### src/rtl/mem_access_ctrl.sv
// MEM-stage data-memory initiator: loads with sign/zero extend, sub-word stores by read-modify-write. Macro ALIGN_CHECK_EN rejects misaligned accesses.
// Latency: load and word store respond 2 cycles after accept, sub-word store 3, rejected request 1.
// Backpressure: busy stays high while an access is in flight; requests presented while busy are ignored and must be held.
module mem_access_ctrl #(
   parameter int MEM_BYTES = 1024
) (
   input  logic        clk,
   input  logic        rst_n,
   input  logic        req_valid,
   input  logic        req_write,
   input  logic [1:0]  req_size,
   input  logic        req_signed,
   input  logic [31:0] req_addr,
   input  logic [31:0] req_wdata,
   output logic        busy,
   output logic        resp_valid,
   output logic        resp_err,
   output logic [31:0] resp_rdata,
   output logic        MemRead,
   output logic        MemWrite,
   output logic [31:0] addr,
   output logic [31:0] wd,
   input  logic [31:0] rd
);

   localparam logic [2:0] IDLE   = 3'd0;
   localparam logic [2:0] LOAD   = 3'd1;
   localparam logic [2:0] STORE  = 3'd2;
   localparam logic [2:0] RMW_RD = 3'd3;
   localparam logic [2:0] RMW_WR = 3'd4;

   localparam logic [1:0] SZ_BYTE = 2'd0;
   localparam logic [1:0] SZ_HALF = 2'd1;

   typedef struct packed {
      logic [1:0]  size;
      logic        sgn;
      logic [31:0] addr;
      logic [31:0] wdata;
   } req_t;

   logic [2:0]  state;
   req_t        req_q;
   logic [31:0] merge_buf;
   logic [31:0] merged;
   logic        range_err;
   logic        align_err;
   logic        req_err;

   // Extract the addressed lane from a full memory word and extend it.
   function automatic logic [31:0] load_extend(input logic [31:0] word,
                                               input logic [1:0]  size,
                                               input logic [1:0]  lane,
                                               input logic        sgn);
      logic [7:0]  b;
      logic [15:0] h;
      logic [31:0] res;
      case (lane)
         2'd0:    b = word[7:0];
         2'd1:    b = word[15:8];
         2'd2:    b = word[23:16];
         default: b = word[31:24];
      endcase
      h = lane[1] ? word[31:16] : word[15:0];
      case (size)
         SZ_BYTE: res = {{24{sgn & b[7]}}, b};
         SZ_HALF: res = {{16{sgn & h[15]}}, h};
         default: res = word;
      endcase
      return res;
   endfunction

   function automatic logic [31:0] merge_lane(input logic [31:0] word,
                                              input logic [15:0] data,
                                              input logic [1:0]  size,
                                              input logic [1:0]  lane);
      logic [31:0] res;
      res = word;
      if (size == SZ_BYTE) begin
         case (lane)
            2'd0:    res[7:0]   = data[7:0];
            2'd1:    res[15:8]  = data[7:0];
            2'd2:    res[23:16] = data[7:0];
            default: res[31:24] = data[7:0];
         endcase
      end else if (lane[1]) begin
         res[31:16] = data;
      end else begin
         res[15:0] = data;
      end
      return res;
   endfunction

   assign range_err = (req_addr >= 32'(MEM_BYTES));

`ifdef ALIGN_CHECK_EN
   always_comb begin
      align_err = 1'b0;
      case (req_size)
         SZ_BYTE: align_err = 1'b0;
         SZ_HALF: align_err = req_addr[0];
         default: align_err = |req_addr[1:0];
      endcase
   end
`else
   // Without the check, the lane select below simply ignores the low bits.
   assign align_err = 1'b0;
`endif

   assign req_err = range_err | align_err;

   assign merged   = merge_lane(merge_buf, req_q.wdata[15:0], req_q.size, req_q.addr[1:0]);
   assign busy     = (state != IDLE);
   assign MemRead  = (state == LOAD)  || (state == RMW_RD);
   assign MemWrite = (state == STORE) || (state == RMW_WR);
   assign addr     = busy ? {req_q.addr[31:2], 2'b00} : 32'd0;

   always_comb begin
      wd = 32'd0;
      if (state == STORE)
         wd = req_q.wdata;
      else if (state == RMW_WR)
         wd = merged;
   end

   always_ff @(posedge clk) begin
      if (!rst_n) begin
         state      <= IDLE;
         req_q      <= '0;
         merge_buf  <= 32'd0;
         resp_valid <= 1'b0;
         resp_err   <= 1'b0;
         resp_rdata <= 32'd0;
      end else begin
         resp_valid <= 1'b0;
         resp_err   <= 1'b0;
         case (state)
            IDLE: begin
               if (req_valid) begin
                  req_q.size  <= req_size;
                  req_q.sgn   <= req_signed;
                  req_q.addr  <= req_addr;
                  req_q.wdata <= req_wdata;
                  if (req_err) begin
                     resp_valid <= 1'b1;
                     resp_err   <= 1'b1;
                  end else if (!req_write) begin
                     state <= LOAD;
                  end else if (req_size == SZ_BYTE || req_size == SZ_HALF) begin
                     state <= RMW_RD;
                  end else begin
                     state <= STORE;
                  end
               end
            end
            LOAD: begin
               resp_rdata <= load_extend(rd, req_q.size, req_q.addr[1:0], req_q.sgn);
               resp_valid <= 1'b1;
               state      <= IDLE;
            end
            STORE: begin
               resp_valid <= 1'b1;
               state      <= IDLE;
            end
            RMW_RD: begin
               merge_buf <= rd;
               state     <= RMW_WR;
            end
            RMW_WR: begin
               resp_valid <= 1'b1;
               state      <= IDLE;
            end
            default: state <= IDLE;
         endcase
      end
   end

endmodule

### config.mk
export PLATFORM = sky130hd
export DESIGN_NAME = mem_access_ctrl
export DESIGN_NICKNAME = d
export VERILOG_FILES = /design/src/rtl/mem_access_ctrl.sv
export SDC_FILE = /design/constraint.sdc
export NUM_CORES = 1
export LEC_CHECK = 0
export ABC_AREA = 1
export BUFFER_PORTS_ARGS = -buffer_cell sky130_fd_sc_hd__clkbuf_2
export CAP_MARGIN = 30
export CORE_UTILIZATION = 30
export CTS_CLUSTER_SIZE = 16
export DETAILED_ROUTE_END_ITERATION = 7
export GPL_TIMING_DRIVEN = 0
export PLACE_DENSITY = 0.53
export REMOVE_ABC_BUFFERS = 1
export SLEW_MARGIN = 20
export SYNTH_ARGS = -nofsm -noshare
export SYNTH_HDL_FRONTEND = slang
export SYNTH_SLANG_ARGS = --single-unit
### constraint.sdc
create_clock -name clk -period 1.75 [get_ports clk]
set_input_delay 0.0875 -clock clk [delete_from_list [all_inputs] [get_ports clk]]
set_output_delay 0.0875 -clock clk [all_outputs]
set_load 0.005 [all_outputs]
==> metrics.yaml, run 1 <==
worstSetupPathType: "flip-flop to output port"
finalPower_mw: 8.515
insertion_delay_ns: 0.43
synthToLayoutAreaGrowth_pct: 53.09
synth.cell_area_um2: 6770
drive_above_1_share: 0.2703
drv_cap: 0
regArea_um2: 2745
cts.sinks: 136
leakage_nw: 4.598
antenna_left: 0
die_w_um: 152.2
drc: 6
powerDensity_nw_per_um2: 821.5
grt_overflow_total: 0
tightest_slew_ns: 0.8553
dp_hpwl_mm: 15.74
cp-start-kind: "flip-flop"
portBuffers: 201
first_global_vias: 7274
clockBufferDepth: 2
ys.flop_type: "dfxtp_1"
cp_slowest_cell: "dfxtp_4"
status: "finished, violations left"
rows: 54
hold_viol_final: 0
drtIter0Drc: 540
required_ns: 1.66
diodes: 0
dr.pass1.iters: 7
dp.cells: 1428
avgSynthCellArea_um2: 6.683
vdd_drop_max_uv: 602.4
ys_types: 29
final_nets: 1396
ys_ff_latch: 136
clkTransAtPathRegs_ns: 0.06
die_y_um: 152.2
slew_headroom: 0.4298
grt_pass1_wl_mm: 41.00
synthArstFlopShare: 0
cts_inserted_buffers: 17
slew_viol_final: 0
rsz0062_at_grt: "yes"
setup_violations: 32
slowest_delay_ns: 0.35
dieArea_um2: 23170
finalWirelength_mm: 26.86
grt_start_max_net_pins: 127
fin_util: 0.4720
io-pin-count: 204
layout.cells.non_filler: 1586
cp_cell_sequence: "buf_12 > nor2_4 > buf_6 > nand2_8 > nand2_8 > buf_6 > a21oi_2 > o21ai_2 > o21ai_1 > buf_2"
vias_per_cell: 4.936
finalCritPeriodShare: 1.135
antenna_found_initial: 0
syn_inst: 1013
nFillCells: 2225
timing.critical_path.buf_inv: 4
cp_max_fo: 6
initial_core_util: 0.3083
cts_root_buf: "clkbuf_16"
worstPathArrival_ns: 1.90
cp-end-kind: "output port"
multi_input_area_um2: 3628
htree_levels: 4
wl_per_cell_um: 16.94
skew_ns: 0.009061
fmax_mhz: 503.4
violations: "design-rule violations, negative setup slack"
place_congestion: 0.7846
grt_usage: 0.2248
cpLargestDelayFamily: "buffers and inverters"
layout_setup_ws_ns: -0.2365
ys_warn_count: 0
vias: 7829
synth-seq-area-share: 0.4021
core_um2: 21960
tritoncts: "yes"
synth-edff-count: 0
period_minus_slack_ns: 1.986
hp-class: "primary input to flip-flop"
[worst register-to-register path, delay by kind of cell, from the launching register on]
| kind | cells | cell delay [ns] |
|---|---|---|
| buffers and inverters | 4 | 0.51 |
| and+or+nand+nor | 2 | 0.39 |
| DFF | 1 | 0.35 |
| AOI/OAI and AO/OA | 2 | 0.35 |
[placed cells by master (no fill, tap or decap), types with 18 or more instances in the layout]
master,Yosys,layout
clkbuf_2,0,184
dfxtp_1,136,130
inv_1,120,119
nand2_1,127,122
o21ai_1,47,65
a21oi_1,167,151
nand3_1,19,18
dlygate4sd3_1,0,78
nor2_1,79,79
o21ai_0,182,149
[synth_stat cells (2+ instances only)]
library cell,n,area [um2]
nand3_1,19,95.09
nand2_2,2,12.51
o21ai_0,182,910.9
nor2_1,79,296.5
o22ai_1,7,43.79
o21a_1,17,127.6
buf_2,28,140.1
a21oi_1,167,835.8
nor3_1,12,60.06
and2_1,2,12.51
buf_6,2,22.52
inv_2,6,22.52
buf_4,4,30.03
nand3_2,2,20.02
clkbuf_1,40,150.1
nor3_2,2,20.02
dfxtp_1,136,2723
nand2_1,127,476.7
inv_1,120,450.4
nor2_2,3,18.77
nand4_1,2,12.51
o21ai_1,47,235.2
[final timing paths]
check,cells after the start,end,start,slack [ns]
setup / recovery,10,wd[23],req_q[66]$_SDFFE_PN0P_,-0.24
hold / removal,3,merge_buf[26]$_SDFFE_PN0P_,rd[26],0.02
setup reg to reg,8,resp_rdata[9]$_SDFFE_PN0P_,req_q[66]$_SDFFE_PN0P_,0.08
hold reg to reg,2,req_q[31]$_SDFFE_PN0P_,req_q[31]$_SDFFE_PN0P_,0.45
[state kept, by name, summed over array words and instances (netlist names)]
signal      count
state           3
req_q          67
resp_err        1
resp_valid      1
resp_rdata     32
merge_buf      32
[through the flow]
stage	hold slack [ns]	instance area, um2	TNS (ns)	setup WS (ns)
2_1_floorplan	0.2145	6427	-97.84	-0.9933
3_3_place_gp	0.3316	7784	-305.01	-2.640
3_5_place_dp	0.3298	7965	-76.77	-1.453
4_1_cts	0.003197	10100	-3.755	-0.1884
5_1_grt	0.03908	10360	-7.561	-0.3056
6_report	0.01731	10360	-4.850	-0.2365
[metal layers]
metal,routed length (um),vias to the layer above,part of all wire,global-route usage
met5,0,-,0,0
met4,555,0,0.021,0.08212
met3,1611,34,0.060,0.03982
met2,12650,228,0.47,0.3678
met1,12040,3631,0.45,0.2953
li1,-,3936,-,-
[layout make-up]
| class | instances | share of cell area |
|---|---|---|
| clock buffer | 24 | 0.04841 |
| clock inverter | 8 | 0.01352 |
| inverter | 128 | 0.05142 |
| multi-input combinational | 682 | 0.3501 |
| sequential | 136 | 0.2648 |
| tap | 280 | 0.03380 |
| timing repair buffer | 326 | 0.2355 |
| timing repair inverter | 2 | 0.002414 |
[power by group]
group | leakage [nW] | switching, mW | internal (mW)
clock network | 0.320 | 1.37 | 2.57
registers | 1.12 | 0.0637 | 3.20
logic | 3.16 | 0.740 | 0.571
[cell families after synthesis]
kind of cell    synth area share
simple gates              0.1554
other cells            0.0005539
flops                     0.4021
compound gates            0.3193
buf+inv                   0.1225
[repair_timing]
item / in CTS / in global routing
endpoints found under the hold margin: 79 / 0
buffers inserted: 35 / 4
pin swaps: 5 / 20
resized for setup: 88 / 66
cloned: 7 / 4
endpoints found under the setup margin: 160 / 64
hold buffers: 78 / 0
Power figures use the tool's default switching activity.
==> inputs of run 2 (changes only) <==
--- a/config.mk
+++ b/config.mk
@@ -12,7 +12,6 @@
 export CTS_CLUSTER_SIZE = 16
 export DETAILED_ROUTE_END_ITERATION = 7
 export GPL_TIMING_DRIVEN = 0
-export PLACE_DENSITY = 0.53
 export REMOVE_ABC_BUFFERS = 1
 export SLEW_MARGIN = 20
 export SYNTH_ARGS = -nofsm -noshare
==> metrics.yaml, run 2 (synthesis gave the netlist of run 1 again) <==
status: "finished, violations left"
violations: "design-rule violations, negative hold slack, negative setup slack"
cts_root_buf: "clkbuf_16"
dr.pass1.iters: 7
dieArea_um2: 23170
reg.largest.list: "req_q: 67 flops, merge_buf: 32 flops, resp_rdata: 32 flops"
wl_per_cell_um: 16.81
postLayoutCellArea_um2: 10240
worstPathArrival_ns: 1.78
p_sw_frac: 0.2636
initial_core_util: 0.3083
switchingPower_mw: 2.213
grt_overflow_total: 0
die_w_um: 152.2
cts.sinks: 136
slew_viol_final: 0
grt_usage: 0.2212
drt-met1-wl_mm: 11.97
rows: 54
antenna_found_initial: 1
setup_violations: 32
grt_start_max_net_pins: 127
worstSetupPathType: "flip-flop to output port"
finalWirelength_mm: 26.63
clkTransAtPathRegs_ns: 0.06
vias_per_cell: 4.991
clockBufferDepth: 2
final_common_cell: "clkbuf_2"
dp_hpwl_mm: 15.57
final_cell_mix: "clkbuf_2, a21oi_1, o21ai_0"
antenna_left: 0
rsz0062_at_grt: "yes"
io-pin-count: 204
insertion_delay_ns: 0.43
tightest_slew_ns: 0.7674
drtIter0Drc: 601
cp_max_fo: 17
vdd_drop_max_uv: 616.8
vias: 7905
seq_power_share: 0.389
power.internal_mw: 6.183
drc: 9
highest_layer: "met4"
wl_met2_mm: 12.25
leakage_nw: 4.569
powerDensity_nw_per_um2: 819.6
finalCritPeriodShare: 1.068
largest_reg_flops: 67
drv_cap: 0
final_nets: 1393
layout_setup_ws_ns: -0.1192
tritoncts: "yes"
whs_ns: -0.02708
p_comb_frac: 0.148
synthToLayoutAreaGrowth_pct: 51.32
fmax_mhz: 535.0
first_global_vias: 7350
place_area_um2: 7926
hp-class: "primary input to flip-flop"
drive_above_1_share: 0.2717
portBuffers: 201
clockPowerShare: 0.462
place_congestion: 0.8140
core_um2: 21960
cp-start-kind: "flip-flop"
required_ns: 1.66
die_y_um: 152.2
slew_headroom: 0.4884
htree_levels: 4
hold_viol_final: 2
wl_met3_mm: 1.492
nFillCells: 2175
cp-end-kind: "output port"
cts_inserted_buffers: 17
top_register: "req_q"
skew_ns: 0.01072
period_minus_slack_ns: 1.869
grt_pass1_wl_mm: 40.41
==> run 2: changes by cell type in the layout (fill, tap and decap cells not counted), moves of 3 or more <==
cell	before	now
clkbuf_2	184	173
nand2_1	122	118
o21ai_0	149	141
dlygate4sd3_1	78	82
o21ai_2	14	23
nand2_2	1	5
buf_2	16	27
a21oi_2	13	6
buf_12	9	6
a21oi_1	151	160
clkinvlp_4	0	3
clkbuf_8	6	3
==> run 2: area by class of cell <==
cell class              instances  area [um2]  share of cell area
repair inverters                2       17.52            0.001710
inverters                     128       538.0             0.05252
flip-flops and latches        136        2746              0.2681
clock buffers                  19       452.9             0.04421
diodes                          1       2.502           0.0002443
well taps                     280       350.3             0.03420
multi-input cells             680        3582              0.3497
repair buffers                325        2379              0.2322
clock inverters                13       176.4             0.01722
==> run 2: per-layer routing <==
| metal | up-vias | track usage |
|---|---|---|
| li1 | 3913 | - |
| met1 | 3673 | 0.2919 |
| met2 | 257 | 0.3546 |
| met3 | 62 | 0.04323 |
| met4 | 0 | 0.08698 |
| met5 | - | 0 |
==> run 2: timing repair <==
action / 4_1_cts / 5_1_grt
hold endpoints to repair: 81 / 2
pin swaps: 19 / 17
hold buffers: 80 / 2
cloned: 8 / 3
endpoints found under the setup margin: 178 / 138
setup buffers: 23 / 9
gates resized for setup: 102 / 77
==> run 2: path summary, 6_finish.rpt <==
| kind | slack (ns) | endpoint | start | cells after the start |
|---|---|---|---|---|
| max | -0.12 | wd[8] | req_q[66]$_SDFFE_PN0P_ | 9 |
| min | -0.03 | req_q[2]$_SDFFE_PN0P_ | req_wdata[2] | 3 |
| max reg2reg | 0.08 | resp_rdata[21]$_SDFFE_PN0P_ | req_q[33]$_SDFFE_PN0P_ | 7 |
| min reg2reg | 0.45 | req_q[28]$_SDFFE_PN0P_ | req_q[28]$_SDFFE_PN0P_ | 2 |
==> run 2: critical path, cell delays in order, from the launching register on <==
cell and delay (ns):
dfxtp_4 0.38, nor2_4 0.17, buf_8 0.17, inv_8 0.08, a21oi_1 0.14, o21ai_1 0.09
nand2_1 0.06, nand2_1 0.04, o21ai_0 0.07, buf_2 0.15
==> run 2: stage by stage <==
step	utilization	TNS [ns]	power, mW	setup WS [ns]	std cells
4_1_cts	0.4540	-3.653	8.348	-0.1753	1570
2_1_floorplan	-	-97.84	3.767	-0.9933	939
6_report	0.4666	-2.286	8.396	-0.1192	1584
3_3_place_gp	0.3545	-294.34	4.122	-2.655	1420
5_1_grt	0.4666	-5.300	8.701	-0.1978	1584
3_5_place_dp	0.3610	-93.17	4.136	-1.398	1427
==> run 2: power groups by stage <==
stage               clock network [mW]  logic [mW]  registers (mW)
floorplan                            0       0.434            3.33
global placement                     0       0.759            3.36
detailed placement                   0       0.798            3.34
CTS                               3.92        1.16            3.26
global route                      4.06        1.36            3.28
finish                            3.88        1.25            3.27
